**config.mk**
```make
export PLATFORM = sky130hd
export DESIGN_NAME = memory_bus_router
export DESIGN_NICKNAME = d
export VERILOG_FILES = /design/src/rtl/memory_bus_router_pkg.sv /design/src/rtl/memory_bus_router_timer.sv /design/src/rtl/memory_bus_router.sv
export SDC_FILE = /design/constraint.sdc
export NUM_CORES = 1
export LEC_CHECK = 0
export BUFFER_PORTS_ARGS = -buffer_cell sky130_fd_sc_hd__buf_2
export CORE_MARGIN = 8
export CORE_UTILIZATION = 34
export DETAILED_ROUTE_END_ITERATION = 8
export SLEW_MARGIN = 25
export SYNTH_ARGS = -nofsm -noshare
export SYNTH_HDL_FRONTEND = slang
export SYNTH_SLANG_ARGS = --single-unit
```
**constraint.sdc**
```tcl
create_clock -name clk -period 6.3 [get_ports clk]
set_clock_uncertainty 0.2 [all_clocks]
set_input_delay 0.945 -clock clk [delete_from_list [all_inputs] [get_ports clk]]
set_output_delay 0.945 -clock clk [all_outputs]
set_load 0.02 [all_outputs]
```
**src/rtl/memory_bus_router_pkg.sv**
```systemverilog
// Shared types and helpers for the memory bus router and its wait/timeout timer.
package memory_bus_router_pkg;

  typedef enum logic [1:0] {
    IDLE = 2'd0,
    WAIT = 2'd1,
    DONE = 2'd2
  } bus_state_e;

  localparam logic [7:0] ERROR_DATA_DEFAULT = 8'hff;

  // Width of the region index field; a single region still needs one bit.
  function automatic int region_idx_width(input int num_regions);
    int w;
    w = 0;
    while ((1 << w) < num_regions) w++;
    return (w < 1) ? 1 : w;
  endfunction

endpackage

```
**src/rtl/memory_bus_router_timer.sv**
```systemverilog
// Wait-state countdown followed by a busy-timeout counter for one outstanding access.
module bus_wait_timer #(
  parameter int TIMEOUT_CYCLES = 255
) (
  input  logic       clk_i,
  input  logic       rst_ni,
  input  logic       load_i,
  input  logic       run_i,
  input  logic       busy_i,
  input  logic [3:0] load_value_i,
  output logic       expired_o,
  output logic       timeout_o
);

  localparam logic [7:0] TimeoutLast = 8'(TIMEOUT_CYCLES - 1);

  logic [3:0] wait_cnt_q, wait_cnt_d;
  logic [7:0] busy_cnt_q, busy_cnt_d;

  // The launch cycle already consumed one wait state, so a count of one is the last.
  assign expired_o = (wait_cnt_q <= 4'd1);
  assign timeout_o = (TIMEOUT_CYCLES != 0) && run_i && expired_o && busy_i &&
                     (busy_cnt_q == TimeoutLast);

  always_comb begin
    wait_cnt_d = wait_cnt_q;
    busy_cnt_d = busy_cnt_q;
    if (load_i) begin
      wait_cnt_d = load_value_i;
      busy_cnt_d = '0;
    end else if (run_i) begin
      if (wait_cnt_q != 4'd0) wait_cnt_d = wait_cnt_q - 4'd1;
      if (expired_o && busy_i && (busy_cnt_q != 8'hff)) busy_cnt_d = busy_cnt_q + 8'd1;
    end else begin
      wait_cnt_d = '0;
      busy_cnt_d = '0;
    end
  end

  always_ff @(posedge clk_i or negedge rst_ni) begin
    if (!rst_ni) begin
      wait_cnt_q <= '0;
      busy_cnt_q <= '0;
    end else begin
      wait_cnt_q <= wait_cnt_d;
      busy_cnt_q <= busy_cnt_d;
    end
  end

endmodule

```
**src/rtl/memory_bus_router.sv**
```systemverilog
// Decodes the CPU address into a region and routes strobes, read data and halt,
// adding programmable wait states, busy timeout and unmapped-region errors.
module memory_bus_router
  import memory_bus_router_pkg::*;
#(
  parameter int                          ADDR_WIDTH     = 24,
  parameter int                          DATA_WIDTH     = 8,
  parameter int                          NUM_REGIONS    = 4,
  parameter int                          REGION_SHIFT   = 14,
  parameter int                          FAR_REGION     = 3,
  parameter logic [NUM_REGIONS-1:0]      REGION_MAP     = {NUM_REGIONS{1'b1}},
  parameter logic [4*NUM_REGIONS-1:0]    WAIT_STATES    = '0,
  parameter int                          TIMEOUT_CYCLES = 255,
  parameter logic [DATA_WIDTH-1:0]       ERROR_DATA     = DATA_WIDTH'(ERROR_DATA_DEFAULT)
) (
  input  logic                              clk,
  input  logic                              reset,
  input  logic [ADDR_WIDTH-1:0]             address,
  input  logic [DATA_WIDTH-1:0]             data_in,
  output logic [DATA_WIDTH-1:0]             data_out,
  input  logic                              bus_enable,
  input  logic                              write_enable,
  output logic                              bus_halt,
  output logic                              bus_error,
  output logic [ADDR_WIDTH-1:0]             error_address,
  output logic [NUM_REGIONS-1:0]            region_enable,
  output logic [NUM_REGIONS-1:0]            region_write_enable,
  output logic [DATA_WIDTH-1:0]             region_data_in,
  input  logic [NUM_REGIONS*DATA_WIDTH-1:0] region_data_out,
  input  logic [NUM_REGIONS-1:0]            region_busy
);

  localparam int IDX_W     = region_idx_width(NUM_REGIONS);
  localparam int FIELD_TOP = REGION_SHIFT + IDX_W;

  bus_state_e             state_q, state_d;
  logic [IDX_W-1:0]       sel_q, sel_d;
  logic                   we_q, we_d;
  logic                   err_q, err_d;
  logic [ADDR_WIDTH-1:0]  addr_q, addr_d;
  logic [ADDR_WIDTH-1:0]  err_addr_q, err_addr_d;
  logic [DATA_WIDTH-1:0]  rdata_q, rdata_d;

  logic [IDX_W-1:0]       sel;
  logic                   far_hit;
  logic                   mapped;
  logic [3:0]             sel_waits;
  logic [3:0]             load_value;
  logic [NUM_REGIONS-1:0] sel_hot, sel_q_hot;
  logic                   timer_load, timer_run;
  logic                   wait_expired, wait_timeout;
  logic [DATA_WIDTH-1:0]  rdata_arr [NUM_REGIONS];

  for (genvar i = 0; i < NUM_REGIONS; i++) begin : g_rdata
    assign rdata_arr[i] = region_data_out[i*DATA_WIDTH +: DATA_WIDTH];
  end

  assign region_data_in = data_in;
  assign error_address  = err_addr_q;

  // Any set bit above the index field means the access targets the far region.
  assign far_hit    = |address[ADDR_WIDTH-1:FIELD_TOP];
  assign sel        = far_hit ? IDX_W'(FAR_REGION) : address[REGION_SHIFT +: IDX_W];
  assign mapped     = (int'(sel) < NUM_REGIONS) && REGION_MAP[sel];
  assign sel_waits  = WAIT_STATES[{sel, 2'b00} +: 4];
  assign load_value = (sel_waits == 4'd0) ? 4'd0 : sel_waits - 4'd1;
  assign sel_hot    = NUM_REGIONS'(1) << sel;
  assign sel_q_hot  = NUM_REGIONS'(1) << sel_q;

  bus_wait_timer #(
    .TIMEOUT_CYCLES(TIMEOUT_CYCLES)
  ) u_timer (
    .clk_i       (clk),
    .rst_ni      (reset),
    .load_i      (timer_load),
    .run_i       (timer_run),
    .busy_i      (region_busy[sel_q]),
    .load_value_i(load_value),
    .expired_o   (wait_expired),
    .timeout_o   (wait_timeout)
  );

  // Outputs are held at zero while reset is asserted, even with a request pending.
  always_comb begin
    state_d             = state_q;
    sel_d               = sel_q;
    we_d                = we_q;
    err_d               = err_q;
    addr_d              = addr_q;
    err_addr_d          = err_addr_q;
    rdata_d             = rdata_q;
    timer_load          = 1'b0;
    timer_run           = 1'b0;
    data_out            = '0;
    bus_halt            = 1'b0;
    bus_error           = 1'b0;
    region_enable       = '0;
    region_write_enable = '0;
    if (reset) begin
      unique case (state_q)
        IDLE: begin
          if (bus_enable) begin
            if (!mapped) begin
              bus_error  = 1'b1;
              data_out   = ERROR_DATA;
              err_addr_d = address;
            end else if ((sel_waits == 4'd0) && !region_busy[sel]) begin
              region_enable       = sel_hot;
              region_write_enable = write_enable ? sel_hot : '0;
              data_out            = rdata_arr[sel];
            end else begin
              sel_d      = sel;
              we_d       = write_enable;
              addr_d     = address;
              err_d      = 1'b0;
              timer_load = 1'b1;
              bus_halt   = 1'b1;
              state_d    = WAIT;
            end
          end
        end
        WAIT: begin
          if (!bus_enable) begin
            state_d = IDLE;
          end else begin
            region_enable = sel_q_hot;
            bus_halt      = 1'b1;
            timer_run     = 1'b1;
            if (wait_expired && !region_busy[sel_q]) begin
              rdata_d = rdata_arr[sel_q];
              state_d = DONE;
            end else if (wait_timeout) begin
              err_d   = 1'b1;
              state_d = DONE;
            end
          end
        end
        DONE: begin
          region_enable = sel_q_hot;
          if (err_q) begin
            bus_error  = 1'b1;
            data_out   = ERROR_DATA;
            err_addr_d = addr_q;
          end else begin
            data_out            = rdata_q;
            region_write_enable = we_q ? sel_q_hot : '0;
          end
          state_d = IDLE;
        end
        default: state_d = IDLE;
      endcase
    end
  end

  always_ff @(posedge clk or negedge reset) begin
    if (!reset) begin
      state_q    <= IDLE;
      sel_q      <= '0;
      we_q       <= 1'b0;
      err_q      <= 1'b0;
      addr_q     <= '0;
      err_addr_q <= '0;
      rdata_q    <= '0;
    end else begin
      state_q    <= state_d;
      sel_q      <= sel_d;
      we_q       <= we_d;
      err_q      <= err_d;
      addr_q     <= addr_d;
      err_addr_q <= err_addr_d;
      rdata_q    <= rdata_d;
    end
  end

endmodule
```
==> results.toml, run 1 <==
[sta]
max_freq_ghz = 0.215
tightest_slew_ps = 914
slew_headroom = 0.388
postLayoutSetupSlackWorst_ps = 1640
fin_crit_sh = 0.740
finalSetupTns_ps = 0
slew_viol_final = 0
period_needed_ps = 4660
rsz0062_at_grt = "false"
hold_violations = 0
setup_viol = 0

[flow_run]
max-cap-violations = 0

[cts]
postCtsHoldBufs = 0
htreeDepth = 3
root_buffer = "clkbuf_16"
clock-sinks = 74
numCtsBuffers = 9
worstSkewPairLatency_ps = 330
cts_tree = "yes"
post_cts_resized = 0
clk_pin_slew_ps = 60
post_cts_buffers = 0
cts_buffer_depth = 2

[synthesis]
ys_async_sr_fraction = 1.00
synth.distinct_cells = 50
syn_nets = 438
synth_edf_count = 0
synth_ff_type = "dfrtp_1"
ys_ff_latch = 74
synth_cells = 362
synth_seq_area_share = 0.442
syn_area_per_cell_um2 = 11.6
netlist_area_um2 = 4190
synthTopCellsByArea = "dfrtp_1 (44%), mux2_2 (9.1%), mux2_4 (9.0%), mux4_2 (4.8%), mux2i_1 (2.4%)"
synth_top_cell_by_area = "dfrtp_1"
yosysTopAreaCellShare = 0.442
yosysWarningCount = 0

[floorplan]
io_pins = 122
die_w_um = 127
die_area_um2 = 16100
rows = 40
core_um2 = 12000
start_util = 0.349
die_h_um = 127

[drt]
drc = 0
wl_per_cell_um = 17.9
via_per_inst = 5.41
vias = 3255
wirelength_mm = 10.8
dr.pass1.iters = 5
drtIter0Drc = 202
route.antenna.remaining_nets = 0

[power]
pwr-share-comb = 0.225
swShare = 0.262
p_int_uw = 1200
seq_power_share = 0.407
power.density_nw_per_um2 = 321
switching_power_uw = 428
p_clk_frac = 0.368
p_leak_uw = 0.00241
ir_drop_v = 0.000149

[layout]
n_antenna_cell = 0
final_cell_mix = "buf_2 (104), dfrtp_1 (74), mux2_2 (34)"
area_growth_pct = 21.4
final_util = 0.424
nNetsFinal = 526
fillers = 1163
final_common_cell = "buf_2"
drive_gt1_frac = 0.429

[placement]
dpl.hpwl_mm = 7.75
gp_congestion = 0.841
dp_slack_ps = 1710
portBuffers = 105

[worst_setup_path]
worst_setup_path_end_kind = "output port"
crit_required_ps = 5150
reg2reg_depth = 3
timing.rr.end = "rdata_q[7]"
regToRegSetupSlack_ps = 3410
startpoint = "address[20]"
critPathKind = "in -> out"
start_kind = "input port"
timing.rr.start = "sel_q[0]"
cp.arrival_ps = 3510
crit_fanout = 20
crit_end = "data_out[2]"

[hold_path]
min_path_type = "in -> async"

[grt]
gr-total-overflow = 0
grtUsageTotal = 0.138
grt_max_degree = 62
grt_pass1_wl_mm = 17.8
antenna_found_initial = 0
first_global_vias = 3462

[run_status]
status = "finished clean"
==> cell type report <==
| cell class | instances | area (um2) | area share |
|---|---|---|---|
| clock inverters | 4 | 97.6 | 0.0192 |
| flip-flops and latches | 74 | 1850 | 0.364 |
| clock buffers | 12 | 256 | 0.0504 |
| repair buffers | 108 | 551 | 0.108 |
| well taps | 147 | 184 | 0.0362 |
| multi-input cells | 241 | 2090 | 0.410 |
| inverters | 16 | 60.1 | 0.0118 |
==> registers in the layout (all words and copies together) (netlist names) <==
| signal | flops |
|---|---|
| addr_q | 24 |
| u_timer.wait_cnt_q | 4 |
| rdata_q | 8 |
| state_q | 2 |
| error_address | 24 |
| u_timer.busy_cnt_q | 8 |
| err_q | 1 |
| sel_q | 2 |
| we_q | 1 |
==> worst max-delay path: stages <==
cell     delay, ps
buf_2          100
or4_1          880
o31a_1         490
a21oi_1        700
o32ai_1        190
buf_2          200
==> power by group through the flow <==
stage / sequential, uW / clock [uW] / combinational (uW)
after floorplan: 687 / 0 / 243
after CTS: 667 / 621 / 373
after detailed placement: 674 / 0 / 371
final: 665 / 601 / 367
after global placement: 666 / 0 / 367
after global routing: 682 / 640 / 399
==> cell usage after synthesis, drive strengths merged (5+ instances only) <==
cell type,count
dfrtp,74
nor4,9
nor2,18
a221oi,8
nand3,9
clkbuf,11
mux2,59
mux2i,10
o41ai,8
mux4,9
or3,6
o21ai,7
or4,5
inv,16
buf,20
nand2,23
a21oi,14
nor2b,5
o32ai,9
==> layer usage <==
| metal | GRT usage | wire [um] | vias to the layer above |
|---|---|---|---|
| li1 | - | - | 1524 |
| met2 | 0.217 | 5090 | 112 |
| met1 | 0.173 | 4900 | 1609 |
| met4 | 0.0574 | 111 | 0 |
| met3 | 0.0412 | 668 | 10 |
| met5 | 0 | 0 | - |
==> kinds of logic (layout without fill, tap and decap cells) <==
family / Yosys count / count (layout) / synth area share
and+or+nand+nor: 98 / 98 / 0.124
muxes: 78 / 78 / 0.253
buffers and inverters: 47 / 140 / 0.0603
adders and majority gates: 4 / 4 / 0.0119
DFF: 74 / 74 / 0.442
xor gates and xnor gates: 1 / 1 / 0.00209
AOI/OAI and AO/OA: 60 / 60 / 0.107
==> through the flow <==
| step | cells | power (uW) | hold slack, ps | instance area [um2] |
|---|---|---|---|---|
| floorplan | 362 | 931 | 273 | 4190 |
| global placement | 586 | 1030 | 281 | 4730 |
| detailed placement | 586 | 1040 | 288 | 4730 |
| CTS | 602 | 1660 | 294 | 5090 |
| global route | 602 | 1720 | 304 | 5090 |
| finish | 602 | 1630 | 298 | 5090 |
==> how the worst min path moves through the flow <==
stage	endpoint	slack, ps	depth (start not counted)
floorplan	we_q	270	1
global placement	error_address[5]	280	1
detailed placement	error_address[6]	290	1
CTS	state_q[1]	290	1
global route	rdata_q[4]	300	1
finish	rdata_q[4]	300	1
Power figures use the tool's default switching activity.
==> run 2, diff against run 1 <==
==> constraint.sdc (replaced) <==
create_clock -name clk -period 4.55 [get_ports clk]
set_clock_uncertainty 0.2 [all_clocks]
set_input_delay 0.6825 -clock clk [delete_from_list [all_inputs] [get_ports clk]]
set_output_delay 0.6825 -clock clk [all_outputs]
set_load 0.02 [all_outputs]
==> run 2 against run 1 <==
Global-route usage up 0.22 points; routed wire length up 3.1%; via count up 1.8%; sequential cell count unchanged; critical path depth up 1; sequential power up 38%; worst hold slack worse by 180 ps; worst setup slack worse by 850 ps; register-to-register slack worse by 1700 ps; first-iteration DRC count up 34%; critical endpoint unchanged; largest cell class unchanged.
==> results.toml, run 2 (synthesized netlist as in run 1, its figures left out) <==
[drt]
wl_per_cell_um = 18.4
dr_wl_met2_mm = 5.24
vias = 3314
dr.max_layer_used = "met4"
m1WireLength_mm = 4.96
wirelength_mm = 11.1
dr.pass1.iters = 5
route.antenna.remaining_nets = 0
drc = 0
drtIter0Drc = 270
met3_length_um = 739
via_per_inst = 5.48

[cts]
htreeDepth = 3
clk_pin_slew_ps = 60
clock-sinks = 74
post_cts_resized = 0
cts_buffer_depth = 2
worstSkewPairLatency_ps = 330
postCtsHoldBufs = 0
cts_tree = "yes"
root_buffer = "clkbuf_16"
numCtsBuffers = 9
post_cts_buffers = 0

[floorplan]
core_um2 = 12000
die_area_um2 = 16100
die_w_um = 127
io_pins = 122
rows = 40
start_util = 0.349
die_h_um = 127

[grt]
first_global_vias = 3484
antenna_found_initial = 0
grtUsageTotal = 0.140
grt_pass1_wl_mm = 18.0
grt_max_degree = 43
gr-total-overflow = 0

[layout]
final_cell_mix = "buf_2 (104), dfrtp_1 (74), mux2_2 (34)"
final_common_cell = "buf_2"
nNetsFinal = 529
postLayoutCellArea_um2 = 5080
area_growth_pct = 21.3
n_antenna_cell = 0
drive_gt1_frac = 0.434

[worst_setup_path]
timing.rr.end = "rdata_q[5]"
crit_end = "data_out[2]"
crit_fanout = 19
start_kind = "input port"
critPathKind = "in -> out"
startpoint = "address[20]"
worst_setup_path_end_kind = "output port"
timing.rr.start = "sel_q[0]"
crit_required_ps = 3670
regToRegSetupSlack_ps = 1680
reg2reg_depth = 3
cp.arrival_ps = 2880

[sta]
hold_violations = 0
max_freq_ghz = 0.266
tightest_slew_ps = 924
slew_headroom = 0.382
rsz0062_at_grt = "false"
setup_viol = 0
period_needed_ps = 3760
fin_crit_sh = 0.827
holdWs_ps = 119
slew_viol_final = 0
finalSetupTns_ps = 0

[run_status]
status = "finished clean"

[placement]
gp_congestion = 0.813
dpl.hpwl_mm = 8.05
portBuffers = 105
dpl-instance-area_um2 = 4760

[flow_run]
max-cap-violations = 0

[hold_path]
min_path_type = "in -> async"

[power]
p_leak_uw = 0.00241
power.density_nw_per_um2 = 433
power_uw = 2200
ir_drop_v = 0.000162
-- run 2: cell count changes in the layout (fill, tap and decap cells not counted) --
cell and change:
buf_4 +3, bufinv_16 -1, clkbuf_1 -1, clkbuf_8 -1, clkinv_2 +1, clkinvlp_4 +1
inv_6 +1
-- run 2: area by class of cell --
| type | instances | area, um2 |
|---|---|---|
| multi-input combinational | 241 | 2090 |
| clock buffer | 10 | 239 |
| clock inverter | 6 | 88.8 |
| inverter | 16 | 60.1 |
| sequential | 74 | 1850 |
| tap | 147 | 184 |
| timing repair buffer | 111 | 573 |
| fill | 1166 | 6930 |
-- run 2: power breakdown --
part / total [uW] / internal, uW / switching (uW) / leakage [uW]
clock network: 771 / 496 / 275 / 0.000155
registers: 920 / 826 / 93.6 / 0.000949
logic: 511 / 277 / 233 / 0.00131
total: 2200 / 1600 / 602 / 0.00241
-- run 2: worst min-delay path by stage --
stage	from	endpoint	slack, ps	cells after the start
final	reset	addr_q[0]	120	1
after CTS	reset	addr_q[0]	130	1
after detailed placement	error_address[4]	error_address[4]	290	1
after global routing	reset	addr_q[0]	160	1
after global placement	error_address[6]	error_address[6]	280	1
after floorplan	reset	addr_q[0]	190	0
-- run 2: routing by layer --
metal	global-route usage	up-vias
met2	0.221	122
li1	-	1538
met4	0.0525	0
met1	0.178	1641
met5	0	-
met3	0.0399	13
-- run 2: worst max-delay path: stages --
cell and delay (ps):
buf_2 100, or4_1 590, buf_4 240, nor2_1 310, a21oi_1 330, o32ai_1 390, buf_2 230
-- run 2: through the flow --
step | worst slack [ps] | std cells | util
after floorplan | 1120 | 362 | -
after global placement | 827 | 589 | 0.396
after detailed placement | 790 | 589 | 0.396
after CTS | 778 | 605 | 0.423
after global routing | 663 | 605 | 0.423
final | 789 | 605 | 0.423
==> run 3, diff against run 2 <==
==> constraint.sdc (replaced) <==
create_clock -name clk -period 3.6 [get_ports clk]
set_clock_uncertainty 0.2 [all_clocks]
set_input_delay 0.54 -clock clk [delete_from_list [all_inputs] [get_ports clk]]
set_output_delay 0.54 -clock clk [all_outputs]
set_load 0.02 [all_outputs]
==> run 3 against run 2 <==
Non-clock buffer count increased by 8; combinational power increased by 29%; sequential cell count unchanged.
==> results.toml, run 3 (synthesized netlist as in run 1, its figures left out) <==
[sta]
slew_viol_final = 0
max_freq_ghz = 0.286
finalSetupTns_ps = 0
period_needed_ps = 3500
fin_crit_sh = 0.972
tightest_slew_ps = 949
slew_headroom = 0.365
rsz0062_at_grt = "false"
postLayoutSetupSlackWorst_ps = 101
hold_violations = 0
setup_viol = 0

[worst_setup_path]
worst_setup_path_end_kind = "output port"
crit_required_ps = 2860
start_kind = "input port"
cp.arrival_ps = 2760
crit_fanout = 13
critPathKind = "in -> out"

[placement]
dpl.hpwl_mm = 8.13
portBuffers = 105
dpl-instance-area_um2 = 4820
gp_congestion = 0.808
dp_slack_ps = 217
dp_cells = 596

[grt]
gr-total-overflow = 0
grtUsageTotal = 0.137
antenna_found_initial = 0
grt_max_degree = 65
first_global_vias = 3537
grt_pass1_wl_mm = 18.0

[layout]
ff_latch_area_um2 = 1850
postLayoutCellArea_um2 = 5180
drive_gt1_frac = 0.444
fin_cells = 613
area_growth_pct = 23.5
n_antenna_cell = 0
final_common_cell = "buf_2"
fillers = 1157
final_cell_mix = "buf_2 (104), dfrtp_1 (74), mux2_2 (34)"
nNetsFinal = 537
multiInputGateArea_um2 = 2090

[drt]
dr.pass1.iters = 4
route.antenna.remaining_nets = 0
wirelength_mm = 11.1
wl_per_cell_um = 18.1
vias = 3325
via_per_inst = 5.42
drtIter0Drc = 300
drc = 0

[run_status]
status = "finished clean"

[power]
p_clk_frac = 0.358
p_leak_uw = 0.00245
p_int_uw = 2080
pwr-share-comb = 0.232
seq_power_share = 0.410
ir_drop_v = 0.000232
switching_power_uw = 755
swShare = 0.267
power.density_nw_per_um2 = 547

[cts]
clock-sinks = 74
numCtsBuffers = 9
cts_buffer_depth = 2
worstSkewPairLatency_ps = 330
cts_tree = "yes"
clk_pin_slew_ps = 60
root_buffer = "clkbuf_16"
htreeDepth = 3

[hold_path]
min_path_type = "in -> reg"

[floorplan]
die_w_um = 127
die_area_um2 = 16100
io_pins = 122
rows = 40
core_um2 = 12000
die_h_um = 127
start_util = 0.349

[flow_run]
max-cap-violations = 0
run 3: critical path: stages:
cell	delay (ps)
buf_2	110
or4_1	830
buf_4	300
o41ai_1	320
a221oi_1	130
o32ai_1	290
buf_2	230
run 3: cell type report:
type | instances | share of cell area
Multi-Input combinational cell | 241 | 0.404
Sequential cell | 74 | 0.358
Timing Repair Buffer | 119 | 0.125
Clock buffer | 9 | 0.0435
Tap cell | 147 | 0.0355
Clock inverter | 7 | 0.0227
Inverter | 16 | 0.0116
run 3: routing by layer:
| layer | GRT usage | wire length (um) |
|---|---|---|
| met4 | 0.0476 | 122 |
| met3 | 0.0391 | 786 |
| met2 | 0.223 | 5280 |
| met1 | 0.171 | 4910 |
| met5 | 0 | 0 |
run 3: final timing paths:
path                                       start                     to  slack (ps)  cells after the start
worst max-delay path                 address[16]            data_out[5]         100                      7
worst min-delay path                  address[2]              addr_q[2]         240                      2
worst max register to register          sel_q[1]  u_timer.busy_cnt_q[3]         930                      4
worst min register to register  error_address[9]       error_address[9]         300                      1
max in group asynchronous                  reset      error_address[13]        1680                      3
min in group asynchronous                  reset  u_timer.busy_cnt_q[1]         440                      2
run 3: timing repair:
action                                  CTS  global route
hold buffers                              1             0
endpoints found under the setup margin    0             4
resized for setup                         0             1
buffers inserted                          0             0
hold endpoints to repair                 10             0
run 3: power groups by stage:
stage,combinational (uW),clock (uW),sequential (uW)
CTS,666,1040,1160
global route,713,1070,1190
floorplan,426,0,1200
finish,658,1010,1160
global placement,650,0,1170
detailed placement,661,0,1180
run 3: metrics by stage:
step / util / hold slack, ps / power (uW)
2_1_floorplan: - / 44.4 / 1630
4_1_cts: 0.431 / 230 / 2870
6_report: 0.431 / 243 / 2830
3_3_place_gp: 0.401 / 227 / 1820
5_1_grt: 0.431 / 236 / 2980
3_5_place_dp: 0.401 / 224 / 1840
